## src/rtl/bit_serializer.sv

```systemverilog
// bit_serializer: parallel-to-serial front end for the sequence detector.
// Words arrive over a valid/ready handshake into a one-word holding buffer,
// then shift out one bit per clock on x. The holding buffer lets the next
// word load on the same edge the current word's last bit ends, so a stream
// of words produces a continuous x_valid with no idle bit between words.
module bit_serializer #(
    parameter int   WIDTH     = 8,
    parameter bit   MSB_FIRST = 1'b1,
    parameter logic IDLE_BIT  = 1'b0
) (
    input  logic             clk,
    input  logic             rst,
    input  logic [WIDTH-1:0] din,
    input  logic             din_valid,
    output logic             din_ready,
    output logic             x,
    output logic             x_valid,
    output logic             word_done,
    output logic             busy
);

    localparam int CW = (WIDTH > 1) ? $clog2(WIDTH) : 1;
    localparam logic [CW-1:0] LAST_IDX   = CW'(WIDTH - 1);
    localparam logic [CW-1:0] PRELAST_IDX = CW'(WIDTH - 2);

    typedef enum logic {
        IDLE,
        SHIFT
    } state_t;

    state_t           r_state;
    logic [WIDTH-1:0] r_hbuf;
    logic             r_hvalid;
    logic [WIDTH-1:0] r_sreg;
    logic [CW-1:0]    r_cnt;
    logic             r_x;
    logic             r_xValid;
    logic             r_wordDone;

    state_t           w_stateNext;
    logic [WIDTH-1:0] w_hbufNext;
    logic             w_hvalidNext;
    logic [WIDTH-1:0] w_sregNext;
    logic [CW-1:0]    w_cntNext;
    logic             w_xNext;
    logic             w_xValidNext;
    logic             w_wordDoneNext;

    logic             w_lastBit;
    logic             w_loadNow;
    logic             w_ready;
    logic             w_accept;

    // The shifter is free to take the buffered word when idle, or on the
    // edge that ends the current word's last bit.
    assign w_lastBit = (r_state == SHIFT) && (r_cnt == LAST_IDX);
    assign w_loadNow = r_hvalid && ((r_state == IDLE) || w_lastBit);
    assign w_ready   = (!r_hvalid || w_loadNow) && !rst;
    assign w_accept  = din_valid && w_ready;

    assign din_ready = w_ready;
    assign x         = r_x;
    assign x_valid   = r_xValid;
    assign word_done = r_wordDone;
    assign busy      = r_xValid || r_hvalid;

    // Next-state and next-output logic: buffer fill/drain, load, shift, and
    // the registered x / x_valid / word_done values for the coming cycle.
    always_comb begin
        w_stateNext    = r_state;
        w_hbufNext     = r_hbuf;
        w_hvalidNext   = r_hvalid;
        w_sregNext     = r_sreg;
        w_cntNext      = r_cnt;
        w_xValidNext   = r_xValid;
        w_wordDoneNext = 1'b0;
        w_xNext        = IDLE_BIT;

        if (w_accept) begin
            w_hbufNext   = din;
            w_hvalidNext = 1'b1;
        end else if (w_loadNow) begin
            w_hvalidNext = 1'b0;
        end

        if (w_loadNow) begin
            w_sregNext   = r_hbuf;
            w_cntNext    = '0;
            w_stateNext  = SHIFT;
            w_xValidNext = 1'b1;
        end else if (r_state == SHIFT) begin
            if (!w_lastBit) begin
                w_cntNext      = r_cnt + CW'(1);
                w_xValidNext   = 1'b1;
                w_wordDoneNext = (r_cnt == PRELAST_IDX);
                if (MSB_FIRST) begin
                    w_sregNext = {r_sreg[WIDTH-2:0], r_sreg[WIDTH-1]};
                end else begin
                    w_sregNext = {r_sreg[0], r_sreg[WIDTH-1:1]};
                end
            end else begin
                w_stateNext  = IDLE;
                w_xValidNext = 1'b0;
            end
        end

        if (w_xValidNext) begin
            w_xNext = MSB_FIRST ? w_sregNext[WIDTH-1] : w_sregNext[0];
        end
    end

    // State register; reset discards both the shifting and the buffered word.
    always_ff @(posedge clk) begin
        if (rst) begin
            r_state    <= IDLE;
            r_hbuf     <= '0;
            r_hvalid   <= 1'b0;
            r_sreg     <= '0;
            r_cnt      <= '0;
            r_x        <= IDLE_BIT;
            r_xValid   <= 1'b0;
            r_wordDone <= 1'b0;
        end else begin
            r_state    <= w_stateNext;
            r_hbuf     <= w_hbufNext;
            r_hvalid   <= w_hvalidNext;
            r_sreg     <= w_sregNext;
            r_cnt      <= w_cntNext;
            r_x        <= w_xNext;
            r_xValid   <= w_xValidNext;
            r_wordDone <= w_wordDoneNext;
        end
    end

endmodule

```

## config.mk

```make
export PLATFORM = sky130hd
export DESIGN_NAME = bit_serializer
export DESIGN_NICKNAME = d
export VERILOG_FILES = /design/src/rtl/bit_serializer.sv
export SDC_FILE = /design/constraint.sdc
export NUM_CORES = 1
export LEC_CHECK = 0
export CORE_MARGIN = 2
export CORE_UTILIZATION = 35
export DETAILED_ROUTE_END_ITERATION = 12
export PLACE_DENSITY_LB_ADDON = 0.1
export SYNTH_ARGS = -nofsm -noshare
export SYNTH_HDL_FRONTEND = slang
export SYNTH_SLANG_ARGS = --single-unit
export TNS_END_PERCENT = 30
```

## constraint.sdc

```tcl
create_clock -name clk -period 2.5 [get_ports clk]
set_input_delay 0.25 -clock clk [delete_from_list [all_inputs] [get_ports clk]]
set_output_delay 0.25 -clock clk [all_outputs]
set_load 0.02 [all_outputs]
```

**Word-level counts from Yosys, hierarchy flattened**

Index checks and enable logic that the tools add are counted.

- Word-level logic and storage cells: 42
- Register bits: 24
- Output and inout port bits: 5
- Bits of input ports: 11

- Reduce and logical (&&, ||, !) cells: 16
- Muxes and demuxes: 10
- Add/subtract/negate cells: 1
- Equal/unequal tests: 3
- Bitwise gates (word level): 3

Operators with widths:

| cell | number |
|---|---|
| 2-to-1 mux 8 bit | 3 |
| 2-to-1 mux 1 bit | 7 |
| equality test 3 bit, second input constant | 2 |
| logical AND 1 bit | 4 |
| AND reduction 2 bit | 2 |
| nonzero test 2 bit | 2 |
| OR reduction 2 bit | 2 |
| OR reduction 4 bit | 1 |
| adder 3 x 1 -> 3 bit, second input constant | 1 |
| logical OR 1 bit | 3 |
| inverter 1 bit | 3 |
| zero test 1 bit | 2 |
| != test 2 x 1 -> 1 bit, second input constant | 1 |

**Depth between registers and ports, before layout**

Gate-level depths: netlist of run 1.

- Word-level depth: 8
- Depth in mapped cells: 7
- Depth with buffers taken out: 5

**Worst setup path after synthesis of run 1**

OpenSTA, ideal clock, no wires.

- Kind: register to register
- Start: reg r_cnt[1]
- End: reg r_hbuf[0]
- Stages on the path, launching flop included: 8
- Slack: 0.837 ns
- Data arrival time: 1.541 ns
- Period minus slack after synthesis: 1.663 ns
- Cell sequence: dfxtp_1 > ha_1 > ha_1 > nor2b_4 > buf_6 > a211o_1 > buf_6 > mux2_4

- Longest elaborated chain between the ends: 7

RTL lines:

| item | RTL line | text |
|---|---|---|
| start: declaration | 35 | `logic [CW-1:0] r_cnt;` |
| start signal: assignment | 128 | `r_cnt <= w_cntNext;` |
| equality test 3 bit | 56 | `assign w_lastBit = (r_state == SHIFT) && (r_cnt == LAST_IDX);` |
| logical AND 1 bit | 56 |  |
| logical OR 1 bit | 57 | `assign w_loadNow = r_hvalid && ((r_state == IDLE) \|\| w_lastBit);` |
| logical AND 1 bit | 57 |  |
| logical OR 1 bit | 58 | `assign w_ready = (!r_hvalid \|\| w_loadNow) && !rst;` |
| logical AND 1 bit | 58 |  |
| logical AND 1 bit | 59 | `assign w_accept = din_valid && w_ready;` |
| end signal: assignment | 125 | `r_hbuf <= w_hbufNext;` |
| end: declaration | 32 | `logic [WIDTH-1:0] r_hbuf;` |

Every way passes these cells.
A chain may end at the register's enable or synchronous reset.

**Final worst setup path of run 1**

- Start: reg r_cnt[1]
- End: out din_ready

- Longest elaborated chain between the ends: 6

RTL lines:

| item | RTL line | text |
|---|---|---|
| equality test 3 bit | 56 |  |
| logical AND 1 bit | 56 |  |
| logical OR 1 bit | 57 |  |
| logical AND 1 bit | 57 |  |
| logical OR 1 bit | 58 |  |
| logical AND 1 bit | 58 |  |
| end: declaration | 15 | `output logic din_ready,` |

Every way passes these cells.

==> flow_summary.toml, run 1 <==
[status]
status = "finished, final reports clean"

[die]
placementRows = 19
die_x_um = 59.1
io_pins = 16
core_area_um2 = 2830
dieArea_um2 = 3490
die_y_um = 59.1
start_util_pct = 37.5

[yosys]
synth_top_family_by_area = "multiplexers"
synth-simple-area-share_pct = 17.7
synthMuxAreaShare_pct = 19.9
synth_fp_nets = 115
synthFlopType = "dfxtp_1"
synth_compound_area_share_pct = 8.14
syn_inst = 101
synth.distinct_cells = 22
syn_area_per_cell_um2 = 10.5
synth_top_cell_area_share_pct = 45.3
synth.most_common_cell = "dfxtp_1"
ys.warnings.count = 0
synth_xor_area_share_pct = 0
seq_area_frac_synth_pct = 45.3
synth_edf_count = 0
syn_area_um2 = 1060
synthArstFlopShare_pct = 0
synthTopCellsByArea = "dfxtp_1, mux2_4, mux2i_1"
yosys.area.top_type = "dfxtp_1"
synthAdderAreaFrac_pct = 3.54
synth_seq_cells = 24
yosys-top-cells-count = "dfxtp_1, nor2_1, mux2_4, mux2i_1, nor2b_1"

[run]
max_cap_viol_count = 0

[clock_tree]
clockBufferDepth = 2
cts_tree = "done"
insertion_delay_ps = 320
cts_sinks = 24
cts-resized-gates = 0
clk_pin_slew_worst_paths_ps = 140
cts_inserted_buffers = 3
clockRootBuffer = "clkbuf_4"
hold_buffers = 0
ctsHtreeMaxLevel = 1
cts_setup_buffers = 0

[setup_path]
crit_chain = "ha_1 -> ha_1 -> nor2b_4 -> a21oi_1 -> clkdlybuf4s50_1"
critPathLaunch = "r_cnt[1]$_SDFFE_PP0P_"
endpoint = "din_ready"
cp-end-kind = "output pin"
crit_required_ps = 2250
reg2reg_slack_ps = 610
start_kind = "flop"
cpPeakStageDelay_ps = 550
r2r_end = "r_hbuf[2]$_SDFFE_PP0P_"
r2r_start = "r_cnt[1]$_SDFFE_PP0P_"
critPathSlowestCell = "clkdlybuf4s50_1"
cp.arrival_ps = 1930
critical_path.max_fanout = 9
crit_top_cell = "ha_1"
r2r.worst_path.cells = 5
crit_type = "reg -> out"

[global_routing]
antenna_found_initial = 0
grt_max_degree = 19
grt_pass1_wl_um = 3110
grt_overflow = 0
grt_util_all_layers_pct = 11.9
grt_pass1_vias = 697

[timing]
tightest_slew_ps = 599
setup_violations = 0
clock_skew_ps = 5.54
fin_crit_sh_pct = 87.3
fmax_mhz = 458
finalHoldViolCount = 0
worst_slack_ps = 319
drv_slew = 0
min_period_ps = 2180
holdWs_ps = 484
rsz0062_at_grt = "no"
setup_tns_ps = 0
relSlewSlack_pct = 60.1

[pwr]
irDropWorstVdd_mv = 0.271
p_leak_nw = 0.533
cellPowerDensity_nw_per_um2 = 652

[finish]
final_area_um2 = 1270
area_growth_pct = 19.5
finalNetCount = 129
diodes = 0
fill_cells = 287
drive_gt1_share_pct = 16.7

[place]
gp_congestion = 0.632
placed_cell_area_um2 = 1210
post-place-ws_ps = 597
portBuffers = 15
hpwlAfterDp_um = 1290

[worst_hold_path]
hold_path.class = "reg -> reg"

[route]
ant_nets = 0
drc_errors = 0
wl_per_cell_um = 12.6
drt-initial-drc-count = 11
firstDrtPassIters = 3
avgViaCountPerCell = 4.92
wl_um = 1820
vias = 714
==> sequential cells by signal, indices dropped and copies added, names as in the netlist <==
register	count
r_cnt	3
r_hbuf	8
r_hvalid	1
r_sreg	8
r_state	1
word_done	1
x	1
x_valid	1
==> layout by cell type (no fill, tap or decap), drive strengths merged <==
cell / instances
mux2: 9
inv: 2
nor3: 3
dfxtp: 24
clkdlybuf4s50: 15
nor2: 12
bufinv: 1
and2b: 1
or2: 1
nor2b: 9
a21oi: 5
a211o: 1
or2b: 2
clkbuf: 3
or3: 1
buf: 2
nand2: 3
mux2i: 8
nand3b: 2
a211oi: 7
ha: 3
==> layout make-up <==
type | instances | area [µm²] | share of cell area, %
sequential | 24 | 480 | 37.9
tap | 31 | 38.8 | 3.06
inverter | 2 | 7.51 | 0.592
clock buffer | 3 | 22.5 | 1.78
multi-input combinational | 67 | 523 | 41.3
timing repair buffer | 17 | 165 | 13.0
clock inverter | 1 | 30.0 | 2.37
==> report_power, final <==
group          total (mW)  switching (mW)  internal [mW]
sequential          0.426          0.0164          0.410
clock               0.282           0.120          0.162
combinational       0.119          0.0502         0.0686
total               0.827           0.187          0.640
==> per-stage QoR <==
step	cells	total power, mW	utilization (%)
final	145	0.827	44.8
after global routing	145	0.865	44.8
after CTS	145	0.839	44.8
after detailed placement	141	0.554	42.9
after global placement	141	0.553	42.9
after floorplan	101	0.517	-
==> critical path: cells and delay by family (launching register included) <==
kind                       cells  cell delay [ps]
and+or+nand+nor                1              210
adders and majority gates      2              400
buffers and inverters          1              550
DFF                            1              350
AOI/OAI and AO/OA              1               90
==> routing by layer <==
| layer | track usage, % | vias to the layer above | part of all wire (%) |
|---|---|---|---|
| li1 | - | 366 | - |
| met1 | 15.2 | 334 | 51 |
| met2 | 18.7 | 12 | 45 |
| met3 | 2.18 | 2 | 3.2 |
| met4 | 6.82 | 0 | 0.99 |
| met5 | 0 | - | 0 |
==> logic make-up (layout without fill, tap and decap cells) <==
kind of cell,Yosys count,count (layout)
and+or+nand+nor,34,34
DFF,24,24
adders and majority gates,3,3
muxes,17,17
buffers and inverters,10,23
AOI/OAI and AO/OA,13,13
==> how the worst min path moves through the flow <==
| stage | start | to | slack (ps) | depth (start not counted) |
|---|---|---|---|---|
| 6_report | r_cnt[2]$_SDFFE_PP0P_ | word_done$_SDFF_PP0_ | 480 | 2 |
| 5_1_grt | din[6] | r_hbuf[6]$_SDFFE_PP0P_ | 510 | 2 |
| 4_1_cts | r_cnt[2]$_SDFFE_PP0P_ | word_done$_SDFF_PP0_ | 480 | 2 |
| 3_5_place_dp | r_cnt[2]$_SDFFE_PP0P_ | word_done$_SDFF_PP0_ | 460 | 2 |
| 3_3_place_gp | r_cnt[2]$_SDFFE_PP0P_ | word_done$_SDFF_PP0_ | 470 | 2 |
| 2_1_floorplan | din_valid | r_hvalid$_SDFFE_PP0P_ | 370 | 2 |
Note: power is estimated with default switching activity, not from simulation.
==> inputs of run 2 (changes only) <==
CTS_BUF_LIST = sky130_fd_sc_hd__clkbuf_8   (was not set)
CTS_CLUSTER_DIAMETER = 120   (was not set)
SKIP_CTS_REPAIR_TIMING = 1   (was not set)
==> flow_summary.toml, run 2 (synthesized netlist as in run 1, its figures left out) <==
[setup_path]
critPathLaunch = "r_cnt[1]$_SDFFE_PP0P_"
crit_top_cell = "ha_1"
crit_chain = "ha_1 -> ha_1 -> nor2b_4 -> a21oi_1 -> clkdlybuf4s50_1"
reg2reg_slack_ps = 620
critPathSlowestCell = "clkdlybuf4s50_1"
r2r_start = "r_cnt[1]$_SDFFE_PP0P_"
worst-path-buf-inv = 1
start_kind = "flop"
cpPeakStageDelay_ps = 550
cp.arrival_ps = 1870
crit_type = "reg -> out"
cp_top_family = "buffers and inverters"
critical_path.max_fanout = 9
crit_required_ps = 2250
cp-end-kind = "output pin"

[global_routing]
grt_util_all_layers_pct = 12.0
grt_pass1_vias = 701
grt_overflow = 0
grt_pass1_wl_um = 3130
grt_max_degree = 19
antenna_found_initial = 0

[finish]
finalNetCount = 129
mostFrequentLayoutCell = "dfxtp_1"
fin_cells = 145
drive_gt1_share_pct = 16.7
top_regs = "r_hbuf (8), r_sreg (8), r_cnt (3)"
final_area_um2 = 1290
area_growth_pct = 21.2
utilization_pct = 45.5
diodes = 0
most-common-layout-cells = "dfxtp_1, clkdlybuf4s50_1, nor2_1"

[die]
start_util_pct = 37.5
die_y_um = 59.1
core_area_um2 = 2830
io_pins = 16
placementRows = 19
dieArea_um2 = 3490
die_x_um = 59.1

[pwr]
irDropWorstVdd_mv = 0.361
p_leak_nw = 0.541
power_mw = 0.882
cellPowerDensity_nw_per_um2 = 686

[route]
avgViaCountPerCell = 4.90
wl_per_cell_um = 12.5
drc_errors = 0
ant_nets = 0
drt-initial-drc-count = 10
firstDrtPassIters = 2
vias = 711
wl_um = 1810

[clock_tree]
clk_pin_slew_worst_paths_ps = 90
cts_sinks = 24
cts_tree = "done"
insertion_delay_ps = 270
cts_inserted_buffers = 3
ctsHtreeMaxLevel = 1
clockRootBuffer = "clkbuf_8"
clockBufferDepth = 2

[timing]
holdWs_ps = 475
drv_slew = 0
rsz0062_at_grt = "no"
tightest_slew_ps = 600
clock_skew_ps = 3.70
relSlewSlack_pct = 60.0
worst_slack_ps = 381
fin_crit_sh_pct = 84.7
min_period_ps = 2120
setup_tns_ps = 0
finalHoldViolCount = 0
setup_violations = 0
fmax_mhz = 472

[place]
placed_cell_area_um2 = 1210
hpwlAfterDp_um = 1290
portBuffers = 15
gp_congestion = 0.632
placed_cells = 141
post-place-ws_ps = 597

[run]
max_cap_viol_count = 0

[worst_hold_path]
hold_path.class = "reg -> reg"
hold_start = "r_cnt[2]$_SDFFE_PP0P_"

[status]
status = "finished, final reports clean"
## run 2: cell types whose count changed in the layout (fill, tap and decap cells not counted)
cell | before | now
clkbuf_4 | 3 | 0
clkbuf_8 | 0 | 3
## run 2: final timing paths
check / endpoint / cells past startpoint
min reg2reg: word_done$_SDFF_PP0_ / 2
max reg2reg: r_hbuf[2]$_SDFFE_PP0P_ / 5
min: word_done$_SDFF_PP0_ / 2
max: din_ready / 5
## run 2: tightest hold or removal path: stages, from the launching register on
cell	delay, ps
dfxtp_1	340
nand2_1	60
nor3_1	40
## run 2: metal layers
layer | part of all wire [%] | vias to the layer above | track usage (%)
met1 | 50 | 326 | 15.2
met5 | 0 | - | 0
li1 | - | 367 | -
met4 | 1.8 | 0 | 6.82
met3 | 3.3 | 4 | 2.84
met2 | 45 | 14 | 18.7
## run 2: final cells by class
cell class | instances | area [µm²]
Fill cell | 284 | 1540
Multi-Input combinational cell | 67 | 523
Sequential cell | 24 | 480
Timing Repair Buffer | 17 | 165
Clock buffer | 3 | 41.3
Tap cell | 31 | 38.8
Clock inverter | 1 | 30.0
Inverter | 2 | 7.51
## run 2: power breakdown
part           leakage (nW)  internal, mW  switching (mW)
logic                 0.308        0.0686          0.0499
registers             0.197         0.409          0.0164
clock network        0.0357         0.214           0.124
